## src/rtl/ctrl_pkg.sv

```systemverilog
// Shared encodings for the multicycle RV32I-subset controller: FSM state
// codes, opcodes, funct3 values and datapath select codes.
package ctrl_pkg;

  typedef enum logic [3:0] {
    S_FETCH    = 4'd0,
    S_DECODE   = 4'd1,
    S_MEMADR   = 4'd2,
    S_MEMREAD  = 4'd3,
    S_MEMWB    = 4'd4,
    S_MEMWRITE = 4'd5,
    S_EXECR    = 4'd6,
    S_EXECI    = 4'd7,
    S_ALUWB    = 4'd8,
    S_BRANCH   = 4'd9,
    S_TRAP     = 4'd10
  } state_t;

  localparam logic [6:0] OP_R      = 7'b0110011;
  localparam logic [6:0] OP_I      = 7'b0010011;
  localparam logic [6:0] OP_LOAD   = 7'b0000011;
  localparam logic [6:0] OP_STORE  = 7'b0100011;
  localparam logic [6:0] OP_BRANCH = 7'b1100011;

  localparam logic [2:0] F3_ADD  = 3'b000;
  localparam logic [2:0] F3_WORD = 3'b010;

  localparam logic [2:0] F3_BEQ  = 3'b000;
  localparam logic [2:0] F3_BNE  = 3'b001;
  localparam logic [2:0] F3_BLT  = 3'b100;
  localparam logic [2:0] F3_BGE  = 3'b101;
  localparam logic [2:0] F3_BLTU = 3'b110;
  localparam logic [2:0] F3_BGEU = 3'b111;

  localparam logic [1:0] ALU_ADD = 2'd0;
  localparam logic [1:0] ALU_SUB = 2'd1;

  localparam logic [1:0] SRC_A_PC    = 2'd0;
  localparam logic [1:0] SRC_A_OLDPC = 2'd1;
  localparam logic [1:0] SRC_A_RS1   = 2'd2;

  localparam logic [1:0] SRC_B_RS2  = 2'd0;
  localparam logic [1:0] SRC_B_IMM  = 2'd1;
  localparam logic [1:0] SRC_B_FOUR = 2'd2;

  localparam logic [1:0] RES_ALUOUT = 2'd0;
  localparam logic [1:0] RES_MEM    = 2'd1;
  localparam logic [1:0] RES_ALU    = 2'd2;

endpackage

```

## src/rtl/branch_cond.sv

```systemverilog
// Branch resolution: picks the ALU comparison flag that matches the branch
// funct3 and reports whether the branch is taken.
module branch_cond
  import ctrl_pkg::*;
(
  input  logic [2:0] funct3,
  input  logic       alu_zero,
  input  logic       alu_lt,
  input  logic       alu_ltu,
  output logic       taken
);

  // Map each branch kind onto its flag (or its inverse)
  always_comb begin
    taken = 1'b0;
    case (funct3)
      F3_BEQ:  taken = alu_zero;
      F3_BNE:  taken = ~alu_zero;
      F3_BLT:  taken = alu_lt;
      F3_BGE:  taken = ~alu_lt;
      F3_BLTU: taken = alu_ltu;
      F3_BGEU: taken = ~alu_ltu;
      default: taken = 1'b0;
    endcase
  end

endmodule

```

## src/rtl/ctrl_multiciclo.sv

```systemverilog
// Multicycle control FSM for the RV32I-subset datapath (add, sub, addi,
// branches, lw, sw). Data-memory accesses wait on mem_ready with an optional
// timeout (WAIT_LIMIT, 0 = wait forever). Illegal encodings and timeouts park
// the core in a sticky TRAP state until reset.
// Optional macro PERF_COUNTERS_EN adds cycle / retired-instruction counters;
// without it both counter ports are tied to zero.
module ctrl_multiciclo
  import ctrl_pkg::*;
#(
  parameter int unsigned WAIT_LIMIT = 0,
  parameter int unsigned COUNTER_W  = 32
) (
  input  logic                 clk,
  input  logic                 reset,
  input  logic [6:0]           opcode,
  input  logic [2:0]           funct3,
  input  logic                 funct7b5,
  input  logic                 alu_zero,
  input  logic                 alu_lt,
  input  logic                 alu_ltu,
  input  logic                 mem_ready,
  output logic                 pc_write,
  output logic                 ir_write,
  output logic                 reg_write,
  output logic                 mem_read,
  output logic                 mem_write,
  output logic [1:0]           alu_src_a,
  output logic [1:0]           alu_src_b,
  output logic [1:0]           alu_op,
  output logic [1:0]           result_src,
  output logic                 illegal,
  output logic                 bus_err,
  output logic [3:0]           state_dbg,
  output logic [COUNTER_W-1:0] cycle_count,
  output logic [COUNTER_W-1:0] instret_count
);

  state_t      state, next_state;
  logic [31:0] wait_cnt;
  logic        illegal_q, bus_err_q;
  logic        taken;
  logic        wait_expired;

  branch_cond u_branch_cond (
    .funct3   (funct3),
    .alu_zero (alu_zero),
    .alu_lt   (alu_lt),
    .alu_ltu  (alu_ltu),
    .taken    (taken)
  );

  assign wait_expired = (WAIT_LIMIT != 0) && (wait_cnt == WAIT_LIMIT);
  assign state_dbg    = state;

  // Next-state and datapath controls; reset forces every output quiet
  always_comb begin
    next_state = state;
    pc_write   = 1'b0;
    ir_write   = 1'b0;
    reg_write  = 1'b0;
    mem_read   = 1'b0;
    mem_write  = 1'b0;
    alu_src_a  = SRC_A_PC;
    alu_src_b  = SRC_B_RS2;
    alu_op     = ALU_ADD;
    result_src = RES_ALUOUT;
    illegal    = illegal_q;
    bus_err    = bus_err_q;
    case (state)
      S_FETCH: begin
        ir_write   = 1'b1;
        pc_write   = 1'b1;
        alu_src_a  = SRC_A_PC;
        alu_src_b  = SRC_B_FOUR;
        result_src = RES_ALU;
        next_state = S_DECODE;
      end
      S_DECODE: begin
        alu_src_a = SRC_A_OLDPC;
        alu_src_b = SRC_B_IMM;
        if ((opcode == OP_LOAD || opcode == OP_STORE) && funct3 == F3_WORD)
          next_state = S_MEMADR;
        else if (opcode == OP_R && funct3 == F3_ADD)
          next_state = S_EXECR;
        else if (opcode == OP_I && funct3 == F3_ADD)
          next_state = S_EXECI;
        else if (opcode == OP_BRANCH && funct3 != 3'b010 && funct3 != 3'b011)
          next_state = S_BRANCH;
        else
          next_state = S_TRAP;
      end
      S_MEMADR: begin
        alu_src_a  = SRC_A_RS1;
        alu_src_b  = SRC_B_IMM;
        next_state = (opcode == OP_LOAD) ? S_MEMREAD : S_MEMWRITE;
      end
      S_MEMREAD: begin
        mem_read = 1'b1;
        if (mem_ready)         next_state = S_MEMWB;
        else if (wait_expired) next_state = S_TRAP;
      end
      S_MEMWB: begin
        reg_write  = 1'b1;
        result_src = RES_MEM;
        next_state = S_FETCH;
      end
      S_MEMWRITE: begin
        mem_write = 1'b1;
        if (mem_ready)         next_state = S_FETCH;
        else if (wait_expired) next_state = S_TRAP;
      end
      S_EXECR: begin
        alu_src_a  = SRC_A_RS1;
        alu_src_b  = SRC_B_RS2;
        alu_op     = {1'b0, funct7b5};
        next_state = S_ALUWB;
      end
      S_EXECI: begin
        alu_src_a  = SRC_A_RS1;
        alu_src_b  = SRC_B_IMM;
        next_state = S_ALUWB;
      end
      S_ALUWB: begin
        reg_write  = 1'b1;
        next_state = S_FETCH;
      end
      S_BRANCH: begin
        alu_src_a  = SRC_A_RS1;
        alu_src_b  = SRC_B_RS2;
        alu_op     = ALU_SUB;
        pc_write   = taken;
        next_state = S_FETCH;
      end
      S_TRAP:  next_state = S_TRAP;
      default: next_state = S_TRAP;
    endcase
    if (reset) begin
      pc_write   = 1'b0;
      ir_write   = 1'b0;
      reg_write  = 1'b0;
      mem_read   = 1'b0;
      mem_write  = 1'b0;
      alu_src_a  = SRC_A_PC;
      alu_src_b  = SRC_B_RS2;
      alu_op     = ALU_ADD;
      result_src = RES_ALUOUT;
      illegal    = 1'b0;
      bus_err    = 1'b0;
    end
  end

  // State register
  always_ff @(posedge clk) begin
    if (reset) state <= S_FETCH;
    else       state <= next_state;
  end

  // Memory wait counter: zero outside the wait states, counts not-ready cycles inside
  always_ff @(posedge clk) begin
    if (reset)
      wait_cnt <= 32'd0;
    else if (state != S_MEMREAD && state != S_MEMWRITE)
      wait_cnt <= 32'd0;
    else if (!mem_ready)
      wait_cnt <= wait_cnt + 32'd1;
  end

  // Sticky trap cause flags
  always_ff @(posedge clk) begin
    if (reset) begin
      illegal_q <= 1'b0;
      bus_err_q <= 1'b0;
    end else begin
      if (state == S_DECODE && next_state == S_TRAP)
        illegal_q <= 1'b1;
      if ((state == S_MEMREAD || state == S_MEMWRITE) && next_state == S_TRAP)
        bus_err_q <= 1'b1;
    end
  end

`ifdef PERF_COUNTERS_EN
  logic                 retire;
  logic [COUNTER_W-1:0] cycle_q, instret_q;

  assign retire = (next_state == S_FETCH) &&
                  (state == S_MEMWB || state == S_MEMWRITE ||
                   state == S_ALUWB || state == S_BRANCH);

  // Free-running cycle counter and retirement counter, both wrapping
  always_ff @(posedge clk) begin
    if (reset) begin
      cycle_q   <= '0;
      instret_q <= '0;
    end else begin
      cycle_q <= cycle_q + COUNTER_W'(1);
      if (retire)
        instret_q <= instret_q + COUNTER_W'(1);
    end
  end

  assign cycle_count   = cycle_q;
  assign instret_count = instret_q;
`else
  assign cycle_count   = '0;
  assign instret_count = '0;
`endif

endmodule
```

## config.mk

```make
export PLATFORM = sky130hd
export DESIGN_NAME = ctrl_multiciclo
export DESIGN_NICKNAME = d
export VERILOG_FILES = /design/src/rtl/ctrl_pkg.sv /design/src/rtl/branch_cond.sv /design/src/rtl/ctrl_multiciclo.sv
export SDC_FILE = /design/constraint.sdc
export NUM_CORES = 1
export LEC_CHECK = 0
export ABC_AREA = 1
export CORE_MARGIN = 3
export CORE_UTILIZATION = 34
export DETAILED_ROUTE_END_ITERATION = 8
export HOLD_SLACK_MARGIN = 0.12
export PLACE_DENSITY = 0.87
export REMOVE_ABC_BUFFERS = 1
export SYNTH_ARGS = -nofsm -noshare
export SYNTH_HDL_FRONTEND = slang
export SYNTH_SLANG_ARGS = --single-unit
export TNS_END_PERCENT = 30
```

## constraint.sdc

```tcl
create_clock -name clk -period 2.9 [get_ports clk]
set_clock_uncertainty 0.15 [all_clocks]
set_input_delay 0.29 -clock clk [delete_from_list [all_inputs] [get_ports clk]]
set_output_delay 0.29 -clock clk [all_outputs]
set_load 0.02 [all_outputs]
```

==> Yosys cells after proc, flatten, opt, wreduce, memory -nomap -nowiden <==
Index checks and enable logic that the tools add are counted.
{ "op_classes": {"eq_ne": 23, "n_mux": 29, "n_bitwise": 3, "reduce_logical": 16} }
{ "op_table": {"columns": ["operator", "count"], "rows": [
  ["4-bit case mux with 7 select lines", 1],
  ["4-bit 2-to-1 mux", 5],
  ["4-bit by 3-bit == test with 1-bit output (second input constant)", 4],
  ["7-bit by 6-bit == test with 1-bit output (second input constant)", 2],
  ["3-bit == test (second input constant)", 4],
  ["4-bit == test (second input constant)", 3],
  ["2-bit case mux with 2 select lines", 3],
  ["1-bit 2-to-1 mux", 11],
  ["2-bit 2-to-1 mux", 5],
  ["4-bit by 2-bit == test with 1-bit output (second input constant)", 2],
  ["7-bit by 2-bit == test with 1-bit output (second input constant)", 1],
  ["7-bit by 5-bit == test with 1-bit output (second input constant)", 1],
  ["7-bit == test (second input constant)", 1],
  ["1-bit logical AND", 7],
  ["3-bit by 2-bit inequality test with 1-bit output (second input constant)", 2],
  ["1-bit case mux with 6 select lines", 1],
  ["3-bit OR reduction", 2],
  ["4-bit by 1-bit == test with 1-bit output (second input constant)", 1],
  ["4-bit zero test", 1],
  ["1-bit case mux with 2 select lines", 2],
  ["2-bit OR reduction", 2],
  ["4-bit OR reduction", 1],
  ["3-bit by 1-bit == test with 1-bit output (second input constant)", 1],
  ["3-bit by 2-bit == test with 1-bit output (second input constant)", 1],
  ["4 further kinds", 7]
]} }
{ "totals": {"reg_bits": 6, "inputBits": 17, "out_inout_bits": 83, "elab_cells": 74} }

==> Depth between registers and ports, before layout <==
{ "logic_depth": {"word_depth": 10, "depth_mapped": 10, "depth_no_buf": 10} }

==> Hierarchy <==
A second synthesis with hierarchy kept.
{ "hier_totals": {"hier_cells": 184, "area_unflattened_um2": 1102.3} }
{ "by_module_without_submodules": {"columns": ["mod", "instances", "cells_per_inst", "area_per_inst_um2", "seq_area_each_um2"], "rows": [
  ["ctrl_multiciclo", 1, 168, 1033.5, 120.1],
  ["branch_cond", 1, 16, 68.8, 0.0]
]} }

==> Least setup slack after synthesis <==
No wires, ideal clock.
{ "synth_timing": {"path_kind": "reg2out", "from": "register state[1], in the netlist state_dbg[1]", "to": "output pc_write", "arrival_time_ps": 1306, "required_time_ps": 2460, "slack_ps": 1154, "path_stages_with_launch": 5, "n_path_buf": 0, "path_cell_list": "dfxtp_1 inv_1 nand3_1 nor2_1 o21bai_1"} }
{ "synth_via": {"elab_chain_len": 3, "elab_cells_between_ends": 4, "classes_between": "eq/ne: 1; mux: 2; reduce/logical: 1"} }
{ "synth_rtl": {"columns": ["item", "line_no", "text"], "rows": [
  ["from (decl)", "ctrl_multiciclo.sv:38", "state_t state, next_state;"],
  ["from (signal assigned)", "ctrl_multiciclo.sv:155", "else state <= next_state;"],
  ["4-bit == test or 4-bit zero test (tied branches)", "ctrl_multiciclo.sv:69", "case (state)"],
  ["1-bit case mux with 2 select lines *", "ctrl_multiciclo.sv:69", null],
  ["1-bit 2-to-1 mux *", "ctrl_multiciclo.sv:137", "if (reset) begin"],
  ["to (decl)", "ctrl_multiciclo.sv:22", "output logic pc_write,"]
]} }
Mark *: on every way between the ends. The rest lies on a longest branch, timed or not.

==> Final worst setup path <==
{ "layout_timing": {"from": "input funct3[1]", "to": "output pc_write"} }
{ "layout_via": {"elab_chain_len": 4, "elab_cells_between_ends": 9, "classes_between": "eq/ne: 5; mux: 3; reduce/logical: 1"} }
{ "layout_rtl": {"columns": ["item", "line_no", "text"], "rows": [
  ["from (decl)", "ctrl_multiciclo.sv:16", "input logic [2:0] funct3,"],
  ["3-bit == test (tied with other cells)", "branch_cond.sv:16", "case (funct3)"],
  ["1-bit case mux with 6 select lines *", "branch_cond.sv:16", null],
  ["1-bit case mux with 2 select lines *", "ctrl_multiciclo.sv:69", null],
  ["1-bit 2-to-1 mux *", "ctrl_multiciclo.sv:137", null]
]} }
Marked as above.

==> results.md <==
* Outcome: finished clean
* Compound-gate portion of the synthesized area at 0.0759
* EDFF count, synth at 0
* Final Critical Period at 2.45 ns
* Placement row count at 20
* Fin crit share at 0.844
* RSZ-0062 raised after global routing: no
* Iteration-0 DRC Markers at 18
* CTS Sinks at 6
* Synth cell types at 21
* Final ANT Viol Nets at 0
* Setup crit end kind: output pin
* Yosys top cell by area: buf_4
* Avg Cell Area, Syn at 6.17 um^2
* Mapped Cells at 179
* Dpl cell area at 1250 um^2
* Port Buffers at 34
* Max Root-Sink Buffers at 2
* CTS Root Cell: clkbuf_4
* Fin area at 1270 um^2
* Most instantiated cells after synthesis: 66 x buf_4, 27 x nand2_1, 20 x nor2_1, 17 x inv_1, 9 x nand3_1
* Power density cells at 419 nW/um^2
* Top_reg_cell synth: dfxtp_1
* Area share of and/or/nand/nor cells after synthesis at 0.281
* Most frequent cell after synthesis: buf_4
* ANT cells at 0
* Synth area leaders: buf_4 45%, dfxtp_1 11%, nand2_1 9.2%
* Hold Buf Count CTS at 0
* Total Routing Usage GR at 0.0919
* Synth Register Bits at 6
* Initial core utilization at 0.359
* PostCTS Resize Cnt at 0
* Setup TNS Final at 0 ns
* Yosys top cell area share at 0.448
* DIE HEIGHT at 63.0 um
* First-pass GRT wire length at 3060 um
* Clk Latency, worst-skew pair at 0.24 ns
* Largest family of logic cells by synthesized area: buffers and inverters
* Drc violations at 0
* Horiz. Die Dim at 63.0 um
* Asr flop ratio synth at 0
* Num CTS Buffers at 3
* H-tree level count at 1
* Post-synthesis cell area at 1100 um^2
* Vias in the first global route at 742
* Fraction of synthesized area in multiplexers at 0
* Adder-Cell Fraction of Synth Area at 0
* DRT Pass-1 Iters at 4
* Worst-path maximum fanout at 5
* Fillers at 325
* Synth Area in XOR/XNOR at 0
* Routability cong. at 0.766
* GRT overflow at 0
* Share of post-route cells with drive strength above 1 at 0.0701
* CTS tree: yes
* Final setup fails at 0
* Drt wl/cell at 7.83 um
* Worst reg2reg path depth at 7
* Maximum clock frequency at 409 MHz
* # IOs at 100
* Fin. max-slew vios at 0
* Fin. Hold Viols at 0
* Critical Path Start Type: input pin
* Die area at 3970 um^2
* Sequential fraction of the synthesis area at 0.109
* Vias post-DR at 939
* Clock transition at path regs at 0.04 ns
* # nets final at 233
* Hold path depth at 2
* Total wire length at 2020 um
* Core Area at 3080 um^2
* Vias per cell at 3.64
* Crit path arrival time at 2.01 ns
* Hold Crit Class: flop to flop
* Max-Cap Viols at 0
* Kind of critical path: input pin to output pin
* Layout area overhead at 14.9%
* Post-CTS Setup Repair Bufs at 0
* DP HPWL at 1840 um
* Worst-case vdd ir drop at 330 uV
* Synth warn at 0
* Largest net degree at the start of global routing at 9
* Initial antenna violation count at 0
* Static leakage at 0.692 nW
* CP required at 2.46 ns
metal layers:
layer	vias to the layer above	wire, um	track usage
li1	492	-	-
met1	395	733	0.111
met2	52	1000	0.150
met3	0	283	0.0468
met4	0	0	0.00826
met5	-	0	0
worst max-delay path, stage by stage:
cell and delay (ns):
clkdlybuf4s50_1 0.53, inv_1 0.07, nand2_1 0.05, nand2_1 0.06, nand2_1 0.06, nand2_1 0.05
o22ai_1 0.11, inv_1 0.06, o21bai_1 0.11, clkdlybuf4s50_1 0.61
power by group:
group | switching (mW) | leakage (nW) | total (mW) | internal (mW)
Clock | 0.0265 | 0.0138 | 0.0731 | 0.0466
Sequential | 0.0174 | 0.0490 | 0.112 | 0.0943
Combinational | 0.225 | 0.629 | 0.347 | 0.121
Total | 0.269 | 0.692 | 0.532 | 0.262
cells in the final DEF, fill, tap and decap left out, types with 4 or more instances in the layout:
cell,synthesis,final
nor2_1,20,20
nand3_1,9,9
clkdlybuf4s50_1,0,34
conb_1,1,65
o21ai_0,4,4
a21oi_1,6,6
inv_2,6,6
inv_1,17,17
nand2_1,27,27
dfxtp_1,6,6
flip-flops by register name (all words and copies together), names as in the netlist:
| register | flops |
|---|---|
| bus_err_q | 1 |
| illegal_q | 1 |
| state_dbg | 4 |
area by class of cell:
type	instances	area (um^2)	area share
flip-flops and latches	6	120	0.0946
repair buffers	35	348	0.274
multi-input cells	147	638	0.502
well taps	44	55.1	0.0433
inverters	23	86.3	0.0680
clock buffers	3	22.5	0.0177
kinds of logic after synthesis:
| family | count (synthesis) |
|---|---|
| buffers and inverters | 90 |
| AND/OR/NAND/NOR | 67 |
| AO/OA/AOI/OAI | 15 |
| flip-flops | 6 |
| other | 1 |
final timing paths:
check | startpoint | end | slack, ns
worst max-delay path | funct3[1] | pc_write | 0.45
worst min-delay path | bus_err_q | bus_err_q | 0.28
worst max register to register | state_dbg[0] | state_dbg[2] | 1.55
worst min register to register | bus_err_q | bus_err_q | 0.28
per-stage QoR:
stage          std cells  power (mW)  setup slack [ns]   util  hold WS (ns)
2_1_floorplan        176       0.343              1.15      -         0.209
3_3_place_gp         255       0.457             0.468  0.405         0.268
3_5_place_dp         255       0.459             0.450  0.405         0.275
4_1_cts              258       0.538             0.449  0.413         0.282
5_1_grt              258       0.575             0.319  0.413         0.309
6_report             258       0.532             0.453  0.413         0.278
Note: power is estimated with default switching activity, not from simulation.
